File: src/rtl/operand_fetch_ctrl_pkg.sv
// Shared state encoding and default widths for the operand fetch sequencer.
package operand_fetch_ctrl_pkg;

    localparam int OFC_DATA_W = 32;
    localparam int OFC_ADDR_W = 3;
    localparam int OFC_OP_W   = 4;
    localparam int OFC_CNT_W  = 8;

    typedef enum logic [1:0] {
        IDLE  = 2'd0,
        RD_A  = 2'd1,
        RD_B  = 2'd2,
        VALID = 2'd3
    } ofc_state_t;

endpackage

File: src/rtl/operand_fetch_ctrl.sv
// Reads operands A and B from the combinational operand memory and hands {A, B, op} to the ALU.
// Latency 2 cycles from accept to out_valid_o (1 cycle for equal addresses); out_valid_o holds until out_ready_i.
module operand_fetch_ctrl
    import operand_fetch_ctrl_pkg::*;
#(
    parameter int DATA_W = OFC_DATA_W,
    parameter int ADDR_W = OFC_ADDR_W,
    parameter int OP_W   = OFC_OP_W,
    parameter int CNT_W  = OFC_CNT_W
) (
    input  logic              clk_i,
    input  logic              rst_ni,
    input  logic              req_valid_i,
    output logic              req_ready_o,
    input  logic [ADDR_W-1:0] req_addr_a_i,
    input  logic [ADDR_W-1:0] req_addr_b_i,
    input  logic [OP_W-1:0]   req_op_i,
    output logic [ADDR_W-1:0] mem_addr_o,
    input  logic [DATA_W-1:0] mem_dato_i,
    output logic              out_valid_o,
    input  logic              out_ready_i,
    output logic [DATA_W-1:0] out_a_o,
    output logic [DATA_W-1:0] out_b_o,
    output logic [OP_W-1:0]   out_op_o,
    output logic [CNT_W-1:0]  done_cnt_o
);

    ofc_state_t        state_q;
    logic [ADDR_W-1:0] addr_a_q;
    logic [ADDR_W-1:0] addr_b_q;
    logic [ADDR_W-1:0] mem_addr_q;
    logic [OP_W-1:0]   op_q;
    logic [DATA_W-1:0] a_q;
    logic [DATA_W-1:0] b_q;
    logic              valid_q;
    logic [CNT_W-1:0]  cnt_q;
    logic [CNT_W-1:0]  cnt_d;
    logic              handshake;
    logic              accept;

    // VALID with a taking ALU frees the slot in the same cycle, so a new request can chain in.
    assign req_ready_o = rst_ni && ((state_q == IDLE) || ((state_q == VALID) && out_ready_i));
    assign accept      = req_valid_i && req_ready_o;
    assign handshake   = valid_q && out_ready_i;

    always_ff @(posedge clk_i) begin
        if (!rst_ni) begin
            state_q    <= IDLE;
            addr_a_q   <= '0;
            addr_b_q   <= '0;
            mem_addr_q <= '0;
            op_q       <= '0;
            a_q        <= '0;
            b_q        <= '0;
            valid_q    <= 1'b0;
        end else begin
            case (state_q)
                IDLE: begin
                    if (accept) begin
                        addr_a_q   <= req_addr_a_i;
                        addr_b_q   <= req_addr_b_i;
                        op_q       <= req_op_i;
                        mem_addr_q <= req_addr_a_i;
                        state_q    <= RD_A;
                    end
                end
                RD_A: begin
                    a_q <= mem_dato_i;
                    // Same address for both operands: one read serves both, skip RD_B.
                    if (addr_a_q == addr_b_q) begin
                        b_q        <= mem_dato_i;
                        mem_addr_q <= '0;
                        valid_q    <= 1'b1;
                        state_q    <= VALID;
                    end else begin
                        mem_addr_q <= addr_b_q;
                        state_q    <= RD_B;
                    end
                end
                RD_B: begin
                    b_q        <= mem_dato_i;
                    mem_addr_q <= '0;
                    valid_q    <= 1'b1;
                    state_q    <= VALID;
                end
                VALID: begin
                    if (out_ready_i) begin
                        valid_q <= 1'b0;
                        if (req_valid_i) begin
                            addr_a_q   <= req_addr_a_i;
                            addr_b_q   <= req_addr_b_i;
                            op_q       <= req_op_i;
                            mem_addr_q <= req_addr_a_i;
                            state_q    <= RD_A;
                        end else begin
                            state_q <= IDLE;
                        end
                    end
                end
                default: begin
                    mem_addr_q <= '0;
                    valid_q    <= 1'b0;
                    state_q    <= IDLE;
                end
            endcase
        end
    end

    assign cnt_d = cnt_q + CNT_W'(1);

    always_ff @(posedge clk_i) begin
        if (!rst_ni) begin
            cnt_q <= '0;
        end else if (handshake) begin
            cnt_q <= cnt_d;
        end
    end

    assign mem_addr_o  = mem_addr_q;
    assign out_valid_o = valid_q;
    assign out_a_o     = a_q;
    assign out_b_o     = b_q;
    assign out_op_o    = op_q;
    assign done_cnt_o  = cnt_q;

endmodule

File: config.mk
export PLATFORM = sky130hd
export DESIGN_NAME = operand_fetch_ctrl
export DESIGN_NICKNAME = d
export VERILOG_FILES = /design/src/rtl/operand_fetch_ctrl_pkg.sv /design/src/rtl/operand_fetch_ctrl.sv
export SDC_FILE = /design/constraint.sdc
export NUM_CORES = 1
export LEC_CHECK = 0
export ABC_AREA = 1
export CORE_ASPECT_RATIO = 0.8
export CORE_MARGIN = 4
export CORE_UTILIZATION = 45
export CTS_CLUSTER_DIAMETER = 120
export CTS_CLUSTER_SIZE = 40
export DETAILED_ROUTE_END_ITERATION = 16
export DONT_BUFFER_PORTS = 1
export PLACE_DENSITY = 0.63
export SLEW_MARGIN = 20
export SYNTH_ARGS = -nofsm -noshare
export SYNTH_HDL_FRONTEND = slang
export SYNTH_SLANG_ARGS = --single-unit
File: constraint.sdc
create_clock -name clk_i -period 3.6 [get_ports clk_i]
set_input_delay 0.36 -clock clk_i [delete_from_list [all_inputs] [get_ports clk_i]]
set_output_delay 0.36 -clock clk_i [all_outputs]
set_load 0.01 [all_outputs]
* Word level (Yosys, flattened, before mapping)
Index checks and enable logic that the tools add are counted.
** Word-level totals
- Bits in latches :: 0
- Memories :: 0
- Output and inout bits :: 81
- Word-level logic and storage cells :: 56
- ROM bits :: 0
- Flip-flop bits (word level) :: 88
- Bits in writable memories :: 0
- Input bits :: 46
** Cells by class
- Reduce and logical (&&, ||, !) cells :: 14
- Order comparisons :: 0
- $mul :: 0
- Shift-type cells :: 0
- Equal/unequal tests :: 8
- Muxes and demuxes :: 24
- Add/subtract/negate cells :: 1
- Divide/modulo/power cells :: 0
- Bitwise operators :: 0
** Operators by type and width (count)
- case mux 32 bit (2 select lines) :: 1
- two-way mux 32 bit :: 1
- two-way mux 3 bit :: 7
- two-way mux 4 bit :: 3
- case mux 3 bit (2 select lines) :: 2
- case mux 3 bit (4 select lines) :: 1
- adder 8 x 1 -> 8 bit (second input constant) :: 1
- != test 2 bit (second input constant) :: 4
- case mux 2 bit (4 select lines) :: 1
- case mux 4 bit (2 select lines) :: 1
- AND reduction 3 bit :: 2
- == test 2 bit (second input constant) :: 2
- logical AND 1 bit :: 4
- two-way mux 1 bit :: 4
- two-way mux 2 bit :: 2
- AND reduction 2 bit :: 2
- AND reduction 4 bit :: 1
- nonzero test 2 bit :: 2
- == test 3 bit :: 1
- case mux 1 bit (3 select lines) :: 1
- nonzero test 3 bit :: 1
- == test 2 x 1 -> 1 bit (second input constant) :: 1
- zero test 2 bit :: 1
- logical OR 1 bit :: 1

* Logic depth before layout (Yosys ltp)
Gate-level depths: netlist (run 1).
- Depth in word-level cells :: 7
- Depth in mapped cells :: 10

* Worst setup path before layout (run 1)
Ideal clock, no wire load.
- Kind :: reg2reg
- From :: register state_q[1]
- To :: register b_q[10] (netlist: out_b_o[10])
- Stages on the path, launching flop included :: 11
- Buffers on the path :: 2
- Slack :: 2176 ps
- Arrival :: 1308 ps
- Required time :: 3484 ps
- Clock period less this slack :: 1424 ps
- Library setup time :: 116 ps
- Cell sequence :: dfxtp_1 > inv_1 > ha_1 > buf_2 > inv_2 > nand2_1 > nand2_2 > inv_2 > buf_6 > nor2_1 > nor2_1
** Between the ends
- Word-level cells in the longest chain between the ends :: 3
** RTL lines
- start, declared :: line operand_fetch_ctrl.sv:28 : ofc_state_t state_q;
- start signal, assigned :: line operand_fetch_ctrl.sv:48 : state_q <= IDLE;
- start signal, assigned :: line operand_fetch_ctrl.sv:64 : state_q <= RD_A;
- start signal, assigned :: line operand_fetch_ctrl.sv:74 : state_q <= VALID;
- == test 2 x 1 -> 1 bit or == test 2 bit (tied branches) :: line operand_fetch_ctrl.sv:57 : case (state_q)
- != test 2 bit (no source line) or nonzero test 2 bit (tied branches)
- AND reduction 2 bit (no source line)
- end signal, assigned :: line operand_fetch_ctrl.sv:71 : b_q <= mem_dato_i;
- end signal, assigned :: line operand_fetch_ctrl.sv:81 : b_q <= mem_dato_i;
- end, declared :: line operand_fetch_ctrl.sv:34 : logic [DATA_W-1:0] b_q;
Several ways; a longest one is shown, not always the timed one.
A chain may end at the register's enable or synchronous reset.

* Final worst setup path (run 1)
- From :: register state_q[1]
- To :: register b_q[28] (netlist: out_b_o[28])
Same word-level chain as after synthesis.

==> metrics.md, run 1 <==
| Metric | Value |
|---|---|
| TritonCTS clock tree | built |
| Register area share after synthesis | 52.52% |
| Routed WL per cell | 15.37 um |
| I/O Pins | 127 |
| Worst path arrival time | 2.70 ns |
| Gr usage total | 17.63% |
| Via Count | 2659 |
| Root buffer cell | clkbuf_8 |
| Overall routed net length | 7932 um |
| RR Startpoint | state_q[1] |
| Req. time, crit path | 3.84 ns |
| Leak Pwr | 1.541 nW |
| Post-synth top area share | 52.52% |
| Crit Path Category | flop to flop |
| Number of diodes | 0 |
| Resized Gates After CTS | 0 |
| Maxcap violations | 0 |
| Initial antenna violation count | 0 |
| Worst-margin pin slew | 0.5780 ns |
| Worst Path Max Fanout | 33 |
| Row cnt | 27 |
| Total Power | 3.458 mW |
| Hold Vio Cnt, Final | 0 |
| Worst reg2reg path endpoint | out_b_o[28] |
| # setup viols final | 0 |
| Synth Cell Area | 0.003354 mm^2 |
| # H-tree levels | 3 |
| Cells after synthesis | 435 |
| RSZ-0062 raised after global routing | no |
| Maximum vdd ir drop | 431.4 uV |
| Die height | 85.23 um |
| Die width | 104.5 um |
| Crit start category | flop |
| Hold/Removal Path Class | input pin to flop |
| Core area | 0.007061 mm^2 |
| Syn Nets | 487 |
| Vias in the first global route | 2480 |
| CTS Hold Bufs | 0 |
| Reg2Reg Setup Slack | 1.14 ns |
| First-pass DRT Iterations | 4 |
| Total power divided by cell area | 973.1 mW/mm^2 |
| CTS buffer count | 9 |
| Mean Syn Cell Area | 7.711 um^2 |
| Clk Latency, worst-skew pair | 0.35 ns |
| Rel. slew slack | 61.33% |
| Yosys top cell by area | dfxtp_1 |
| Drt drc | 0 |
| Die ar. | 0.008909 mm^2 |
| Status | completed |
| Final core occ | 50.33% |
| Setup Buffers After CTS | 0 |
| Hold Crit Start | rst_ni |
| P&R area growth vs syn | 5.931% |
| CTS sink count | 88 |
| First-pass GRT wire length | 12710 um |
| Synth Register Bits | 88 |
| Hold path depth | 2 |
| Final nets | 476 |
| Share of layout cells above drive strength 1 | 6.061% |
| Ys Warns | 0 |
| CTS clk-pin slew, worst paths | 0.09 ns |
| Global route overflow | 0 |
| Routed Antenna Nets | 0 |
| Pin count of the biggest net entering global routing | 86 |
| Library cells used by synthesis | 26 |
| Number of buffers added on ports | 0 |
| Time the worst path needs with I/O delays and setup | 2.457 ns |
| Max Fclk | 0.4069 GHz |
| Starting density of the core | 47.51% |
| GPL Wtd Cong | 0.7322 |
| Clk buf depth | 2 |
| Clock skew | 0.01173 ns |
| Fin crit share | 68.26% |
| Post-detail-place hpwl | 5329 um |
| 1st-iter DRT viols | 88 |
| Crit. End Element | flop |
| Hold endpoint | done_cnt_o[2] |
| Slew Viols, Final | 0 |
| Area contributors post-synth | dfxtp_1 (53%), nor2_1 (18%), o21ai_0 (11%) |
| Vias per std cell | 5.153 |
| Post-route setup TNS | 0 ns |
| Worst-case reg-to-reg path depth | 8 |
worst max-delay path: stages, from the launching register on:
cell     delay [ns]
dfxtp_1        0.36
inv_1          0.10
ha_1           0.21
inv_2          0.43
nand2_1        0.13
nand2_2        0.47
inv_2          0.40
nor2_1         0.18
nor2_1         0.07
registers in the layout, summed over array words and instances, names as in the netlist:
name,cells
out_op_o,4
state_q,2
addr_a_q,3
out_valid_o,1
addr_b_q,3
mem_addr_o,3
out_b_o,32
out_a_o,32
done_cnt_o,8
report_power, final:
| group | switching [mW] | internal (mW) | total (mW) |
|---|---|---|---|
| logic | 0.698 | 0.310 | 1.01 |
| clock network | 0.351 | 0.364 | 0.715 |
| registers | 0.400 | 1.33 | 1.73 |
synth_stat cells:
library cell,count
a21oi_1,13
and3_1,1
buf_1,1
buf_2,2
buf_4,3
buf_6,4
clkbuf_1,13
dfxtp_1,88
ha_1,6
inv_1,16
inv_2,5
nand2_1,19
nand2_2,1
nand2_4,1
nand3_1,4
nand4_1,5
nor2_1,162
nor3_1,2
nor3_4,1
nor3b_1,1
o21ai_0,73
o21ai_1,10
o21ai_4,1
or2_1,1
xnor2_1,1
xor2_1,1
placed cells by master, fill, tap and decap left out, drive strengths merged:
cell	synthesis	routed
xnor2	1	1
clkbuf	13	11
nor3	3	3
buf	10	1
a21oi	13	13
nor3b	1	1
clkinv	0	2
dfxtp	88	88
and3	1	1
o21ai	84	84
nor2	162	162
nand4	5	5
xor2	1	1
nand2	21	21
inv	21	23
bufinv	0	1
nand3	4	4
or2	1	1
ha	6	6
per-stage QoR:
stage	hold slack (ns)	cell area (um^2)	worst slack (ns)	std cells
2_1_floorplan	0.4818	3354	2.176	435
3_3_place_gp	0.4938	3341	1.189	500
3_5_place_dp	0.4948	3341	1.135	500
4_1_cts	0.1105	3553	1.119	516
5_1_grt	0.1116	3553	0.8100	516
6_report	0.1331	3553	1.143	516
metal layers:
metal  GRT usage (%)  vias to the layer above  wire [um]
met3           10.27                        5        889
met1           21.83                     1196       3510
met5               0                        -          0
met4           3.140                        0         52
li1                -                     1374          -
met2           27.02                       84       3479
kinds of logic (layout without fill, tap and decap cells):
family | after synthesis | count (layout) | synth area share (%)
buffers and inverters | 44 | 38 | 6.229
adders and majority gates | 6 | 6 | 2.238
xor gates and xnor gates | 2 | 2 | 0.5223
DFF | 88 | 88 | 52.52
AOI/OAI and AO/OA | 97 | 97 | 14.81
and+or+nand+nor | 198 | 198 | 23.69
final cells by class:
class,count,area [um^2]
inverter,21,78.83
fill,707,3507
timing repair buffer,1,7.507
clock buffer,11,151.4
tap,87,108.9
sequential,88,1762
multi-input combinational,303,1384
clock inverter,5,61.31
worst max path at each step:
stage,cells after the start,endpoint,slack (ns),startpoint
2_1_floorplan,10,out_b_o[10],2.18,state_q[1]
3_3_place_gp,8,out_b_o[1],1.19,state_q[1]
3_5_place_dp,8,out_b_o[8],1.13,state_q[1]
4_1_cts,8,out_b_o[8],1.12,state_q[1]
5_1_grt,8,out_b_o[7],0.81,state_q[1]
6_report,8,out_b_o[28],1.14,state_q[1]
(Power assumes the default switching activity.)
==> run 2: changes to the inputs <==
==> constraint.sdc (replaced) <==
create_clock -name clk_i -period 2.3 [get_ports clk_i]
set_input_delay 0.23 -clock clk_i [delete_from_list [all_inputs] [get_ports clk_i]]
set_output_delay 0.23 -clock clk_i [all_outputs]
set_load 0.01 [all_outputs]
==> metrics.md, run 2 (synthesis results as in run 1) <==
| Metric | Value |
|---|---|
| Status | completed |
| Die height | 85.23 um (unchanged) |
| Via Count | 2759 (+3.8%) |
| Drt drc | 0 (unchanged) |
| Setup Buffers After CTS | 0 (unchanged) |
| Total power divided by cell area | 1478 mW/mm^2 (+52%) |
| Fin crit share | 78.68% (+10 points) |
| Worst-path cell chain | ha_1 -> inv_1 -> or2_1 -> nand2_4 -> nor3_4 -> inv_2 -> nor2_1 -> nor2_1 |
| Crit start category | flop |
| P&R area growth vs syn | 8.355% |
| Maximum vdd ir drop | 607.1 uV (+41%) |
| Final nets | 487 (+2.3%) |
| Resized Gates After CTS | 0 (unchanged) |
| Worst Path Max Fanout | 11 (-67%) |
| Vias in the first global route | 2631 (+6.1%) |
| Overall routed net length | 8380 um (+5.6%) |
| Starting density of the core | 47.51% (unchanged) |
| CP max stage delay | 0.37 ns (-0.10 ns) |
| Hold Vio Cnt, Final | 0 (unchanged) |
| CTS Hold Bufs | 6 (+6) |
| Vias per std cell | 5.235 (+1.6%) |
| 1st-iter DRT viols | 110 (+25%) |
| Clock skew | 0.01288 ns (+0.001152 ns) |
| Rel. slew slack | 61.41% (+0.082 points) |
| Number of buffers added on ports | 0 (unchanged) |
| # setup viols final | 0 (unchanged) |
| First-pass GRT wire length | 13720 um (+8.0%) |
| Hold/Removal Path Class | input pin to flop |
| Worst-margin pin slew | 0.5779 ns (-0.00001818 ns) |
| # H-tree levels | 3 (unchanged) |
| Crit Path Category | flop to flop |
| Worst path arrival time | 2.04 ns (-0.66 ns) |
| Pin count of the biggest net entering global routing | 78 (-9.3%) |
| Routed Antenna Nets | 0 (unchanged) |
| Crit. End Element | flop |
| Multi-input combinational cell area | 0.001384 mm^2 (unchanged) |
| CTS clk-pin slew, worst paths | 0.09 ns (about the same) |
| Time the worst path needs with I/O delays and setup | 1.810 ns (-0.6478 ns) |
| TritonCTS clock tree | built |
| Req. time, crit path | 2.53 ns (-1.31 ns) |
| CTS sink count | 88 (unchanged) |
| Root buffer cell | clkbuf_8 |
| Leak Pwr | 1.567 nW (+1.7%) |
| Highest-count cells in the layout ignoring fill and taps | nor2_1 (162), dfxtp_1 (88), o21ai_0 (73), nand2_1 (19), inv_1 (16) |
| RSZ-0062 raised after global routing | no |
| Seq. cell area | 0.001762 mm^2 (unchanged) |
| Fillcell total | 700 (-0.99%) |
| CTS buffer count | 9 (unchanged) |
| Buf+Inv Stages, Crit Path | 2 (-1) |
| Design area | 0.003635 mm^2 (+2.3%) |
| Largest delay share family, worst path | simple AND/OR/NAND/NOR gates |
| Routed WL per cell | 15.90 um (+3.4%) |
| Share of layout cells above drive strength 1 | 6.591% (+0.53 points) |
| GPL Wtd Cong | 0.7918 (+8.1%) |
| Clk Latency, worst-skew pair | 0.34 ns (about the same) |
| Placed Area | 0.003363 mm^2 (+0.67%) |
| Die width | 104.5 um (unchanged) |
| Global route overflow | 0 (unchanged) |
| Maxcap violations | 0 (unchanged) |
| Post-route setup TNS | 0 ns (unchanged) |
| Commonest non-fill, non-tap cell in the layout | nor2_1 |
| Gr usage total | 18.82% (+1.2 points) |
| Die ar. | 0.008909 mm^2 (unchanged) |
| Max Fclk | 0.5526 GHz (+36%) |
| Core area | 0.007061 mm^2 (unchanged) |
| Cell mode on critical path | nor2_1 |
| Initial antenna violation count | 0 (unchanged) |
| Number of diodes | 0 (unchanged) |
| I/O Pins | 127 (unchanged) |
| Post-detail-place hpwl | 5455 um (+2.4%) |
| First-pass DRT Iterations | 5 (+1) |
| Slowest-stage cell, CP | nor3_4 |
| Clk buf depth | 2 (unchanged) |
| Slew Viols, Final | 0 (unchanged) |
| Row cnt | 27 (unchanged) |
==> run 2: cell count changes in the layout (fill, tap and decap cells not counted) <==
cell and change:
clkinv_2 -1, buf_4 +3, bufinv_16 -1, dlygate4sd3_1 +8, clkinvlp_4 +3, inv_6 -1
==> run 2: worst reg2reg max path: stages, from the launching register on <==
cell and delay (ns):
dfxtp_1 0.33, ha_1 0.23, inv_1 0.11, or2_1 0.18
nand2_4 0.09, nor3_4 0.37, inv_2 0.19, nor2_1 0.14
nor2_1 0.06
==> run 2: through the flow <==
| step | total power [mW] | util (%) | worst slack (ns) | hold slack [ns] | std cells |
|---|---|---|---|---|---|
| 2_1_floorplan | 4.050 | - | 0.8758 | 0.3649 | 435 |
| 3_3_place_gp | 4.363 | 47.63 | 0.6119 | 0.3640 | 503 |
| 3_5_place_dp | 4.407 | 47.63 | 0.4933 | 0.3614 | 503 |
| 4_1_cts | 5.445 | 51.20 | 0.4812 | 0.0001903 | 525 |
| 5_1_grt | 5.848 | 51.48 | 0.3293 | 0.007115 | 527 |
| 6_report | 5.372 | 51.48 | 0.4903 | 0.02028 | 527 |
==> run 2: worst paths after layout <==
path                                       to  slack (ns)           start  cells after the start
worst min register to register  done_cnt_o[7]        0.52   done_cnt_o[7]                      2
worst min-delay path              out_b_o[14]        0.02  mem_dato_i[14]                      2
worst max-delay path              addr_a_q[2]        0.49      state_q[0]                      8
worst max register to register    addr_a_q[2]        0.49      state_q[0]                      8
==> run 2: cell type report <==
class / count / area share (%)
clock buffer: 11 / 4.165
clock inverter: 5 / 1.102
inverter: 21 / 2.169
multi-input combinational: 303 / 38.07
sequential: 88 / 48.47
tap: 87 / 2.995
timing repair buffer: 12 / 3.029
==> run 2: power by group <==
part	internal (mW)	switching (mW)
logic	0.533	1.12
registers	2.09	0.631
clock network	0.457	0.543
==> run 2: metal layers <==
layer	part of all wire [%]	track usage, %	up-vias
met1	44	23.98	1265
li1	-	-	1391
met4	0.78	4.952	0
met3	11	8.897	8
met2	45	28.78	95
met5	0	0	-
==> run 3: changes to the inputs <==
==> constraint.sdc (replaced) <==
create_clock -name clk_i -period 1.67 [get_ports clk_i]
set_input_delay 0.167 -clock clk_i [delete_from_list [all_inputs] [get_ports clk_i]]
set_output_delay 0.167 -clock clk_i [all_outputs]
set_load 0.01 [all_outputs]
==> metrics.md, run 3 (synthesis results as in run 1) <==
| Metric | Value |
|---|---|
| Share of layout cells above drive strength 1 | 7.307% (+0.72 points) |
| Core area | 0.007061 mm^2 (unchanged) |
| Post-route setup TNS | 0 ns (unchanged) |
| Final nets | 526 (+8.0%) |
| Die width | 104.5 um (unchanged) |
| Combinational power share | 32.7% (+2.0 points) |
| Routed Antenna Nets | 0 (unchanged) |
| Clock share of power | 19.0% (+0.4 points) |
| Root buffer cell | clkbuf_8 |
| Rel. slew slack | 72.72% (+11 points) |
| Worst-margin pin slew | 0.4060 ns (-0.1719 ns) |
| Time the worst path needs with I/O delays and setup | 1.522 ns (-0.2872 ns) |
| Number of diodes | 0 (unchanged) |
| Worst Path Max Fanout | 32 (+21) |
| Die ar. | 0.008909 mm^2 (unchanged) |
| 1st-iter DRT viols | 152 (+38%) |
| Highest-count cells in the layout ignoring fill and taps | nor2_1 (160), dfxtp_1 (88), o21ai_0 (73), dlygate4sd3_1 (42), nand2_1 (19) |
| Pin count of the biggest net entering global routing | 86 (+10%) |
| Initial antenna violation count | 0 (unchanged) |
| Flop pwr share | 48.4% (-2.2 points) |
| Largest delay share family, worst path | simple AND/OR/NAND/NOR gates |
| Clk Latency, worst-skew pair | 0.35 ns (about the same) |
| Setup Buffers After CTS | 0 (unchanged) |
| Overall routed net length | 8429 um (+0.58%) |
| Number of buffers added on ports | 0 (unchanged) |
| TritonCTS clock tree | built |
| Slowest-stage cell, CP | dfxtp_1 |
| Commonest non-fill, non-tap cell in the layout | nor2_1 |
| Hold/Removal Path Class | input pin to flop |
| Multi-input combinational cell area | 0.001389 mm^2 (+0.36%) |
| Fin crit share | 91.16% (+12 points) |
| Crit Path Category | flop to flop |
| Slew Viols, Final | 0 (unchanged) |
| # H-tree levels | 3 (unchanged) |
| Gr usage total | 19.04% (+0.23 points) |
| I/O Pins | 127 (unchanged) |
| Total Power | 7.723 mW (+44%) |
| Req. time, crit path | 1.95 ns (-0.58 ns) |
| Clock skew | 0.01326 ns (+0.0003805 ns) |
| Max Fclk | 0.6569 GHz (+19%) |
| # setup viols final | 0 (unchanged) |
| Seq. cell area | 0.001762 mm^2 (unchanged) |
| CTS sink count | 88 (unchanged) |
| RSZ-0062 raised after global routing | no |
| Die height | 85.23 um (unchanged) |
| Leak Pwr | 1.749 nW (+12%) |
| Crit. End Element | flop |
| Worst-path cell chain | inv_1 -> ha_1 -> nand4_1 -> nand2_2 -> buf_8 -> o21ai_0 -> nor2_1 |
| Vias per std cell | 5.145 (-1.7%) |
| Status | completed |
| CTS clk-pin slew, worst paths | 0.09 ns (about the same) |
| Total power divided by cell area | 1906 mW/mm^2 (+29%) |
| Post-detail-place hpwl | 5504 um (+0.90%) |
| Clk buf depth | 2 (unchanged) |
| Via Count | 2912 (+5.5%) |
| Global route overflow | 0 (unchanged) |
| Maxcap violations | 0 (unchanged) |
| Starting density of the core | 47.51% (unchanged) |
| Maximum vdd ir drop | 1010 uV (+66%) |
| First-pass GRT wire length | 13980 um (+1.9%) |
| Worst path arrival time | 1.81 ns (-0.23 ns) |
| Hold Vio Cnt, Final | 0 (unchanged) |
| Crit start category | flop |
| First-pass DRT Iterations | 4 (-1) |
| GPL Wtd Cong | 0.7816 (-1.3%) |
| Routed WL per cell | 14.89 um (-6.3%) |
| Vias in the first global route | 2811 (+6.8%) |
| Sw Ratio | 42.34% (-0.36 points) |
| Row cnt | 27 (unchanged) |
| CTS buffer count | 9 (unchanged) |
| Fillcell total | 655 (-6.4%) |
| Drt drc | 0 (unchanged) |
| CP max stage delay | 0.33 ns (-0.04 ns) |
| Pint | 4.453 mW (+45%) |
| Psw | 3.269 mW (+43%) |
| P&R area growth vs syn | 20.78% |
| Buf+Inv Stages, Crit Path | 2 (unchanged) |
-- run 3: changes by cell type in the layout (fill, tap and decap cells not counted), sizes merged --
| cell | previous run | this run |
|---|---|---|
| buf | 4 | 9 |
| bufinv | 0 | 1 |
| clkbuf | 11 | 10 |
| clkinvlp | 3 | 2 |
| dlygate4sd3 | 8 | 42 |
| inv | 22 | 23 |
-- run 3: cell type report --
cell class	instances	share of cell area (%)
Clock inverter	6	1.668
Tap cell	87	2.687
Clock buffer	10	3.150
Timing Repair Buffer	51	12.72
Multi-Input combinational cell	303	34.28
Sequential cell	88	43.48
Inverter	21	2.007
-- run 3: stage by stage --
| stage | std cells | cell area, um^2 | hold WS (ns) | worst slack, ns | utilization [%] |
|---|---|---|---|---|---|
| after floorplan | 435 | 3354 | 0.3019 | 0.2458 | - |
| after global placement | 507 | 3393 | 0.2964 | 0.1577 | 48.06 |
| after detailed placement | 507 | 3393 | 0.3036 | 0.05768 | 48.06 |
| after CTS | 566 | 4036 | 0.01387 | 0.04176 | 57.17 |
| after global routing | 566 | 4051 | 0.009979 | 0.01220 | 57.38 |
| final | 566 | 4051 | 0.03094 | 0.1476 | 57.38 |
-- run 3: final timing paths --
path	from	to	slack (ns)	cells after the start
setup / recovery	state_q[1]	out_b_o[11]	0.15	7
hold / removal	req_addr_a_i[1]	mem_addr_o[1]	0.03	2
setup reg to reg	state_q[1]	out_b_o[11]	0.15	7
hold reg to reg	done_cnt_o[7]	done_cnt_o[7]	0.52	2
-- run 3: layer usage --
metal | vias up | GRT usage (%) | part of all wire [%]
li1 | 1478 | - | -
met3 | 4 | 9.125 | 9.9
met4 | 0 | 3.986 | 0.50
met2 | 104 | 30.83 | 46
met5 | - | 0 | 0
met1 | 1326 | 23.22 | 44
-- run 3: power groups by stage --
stage | Combinational [mW] | Sequential, mW | Clock (mW)
2_1_floorplan | 1.99 | 3.58 | 0
3_3_place_gp | 2.27 | 3.78 | 0
3_5_place_dp | 2.36 | 3.78 | 0
4_1_cts | 2.48 | 3.74 | 1.51
5_1_grt | 2.94 | 3.82 | 1.61
6_report | 2.52 | 3.74 | 1.46
-- run 3: repair_timing --
item,4_1_cts,5_1_grt
hold buffers,43,0
gates resized for setup,0,6
setup endpoints to repair,0,36
hold endpoints to repair,85,0
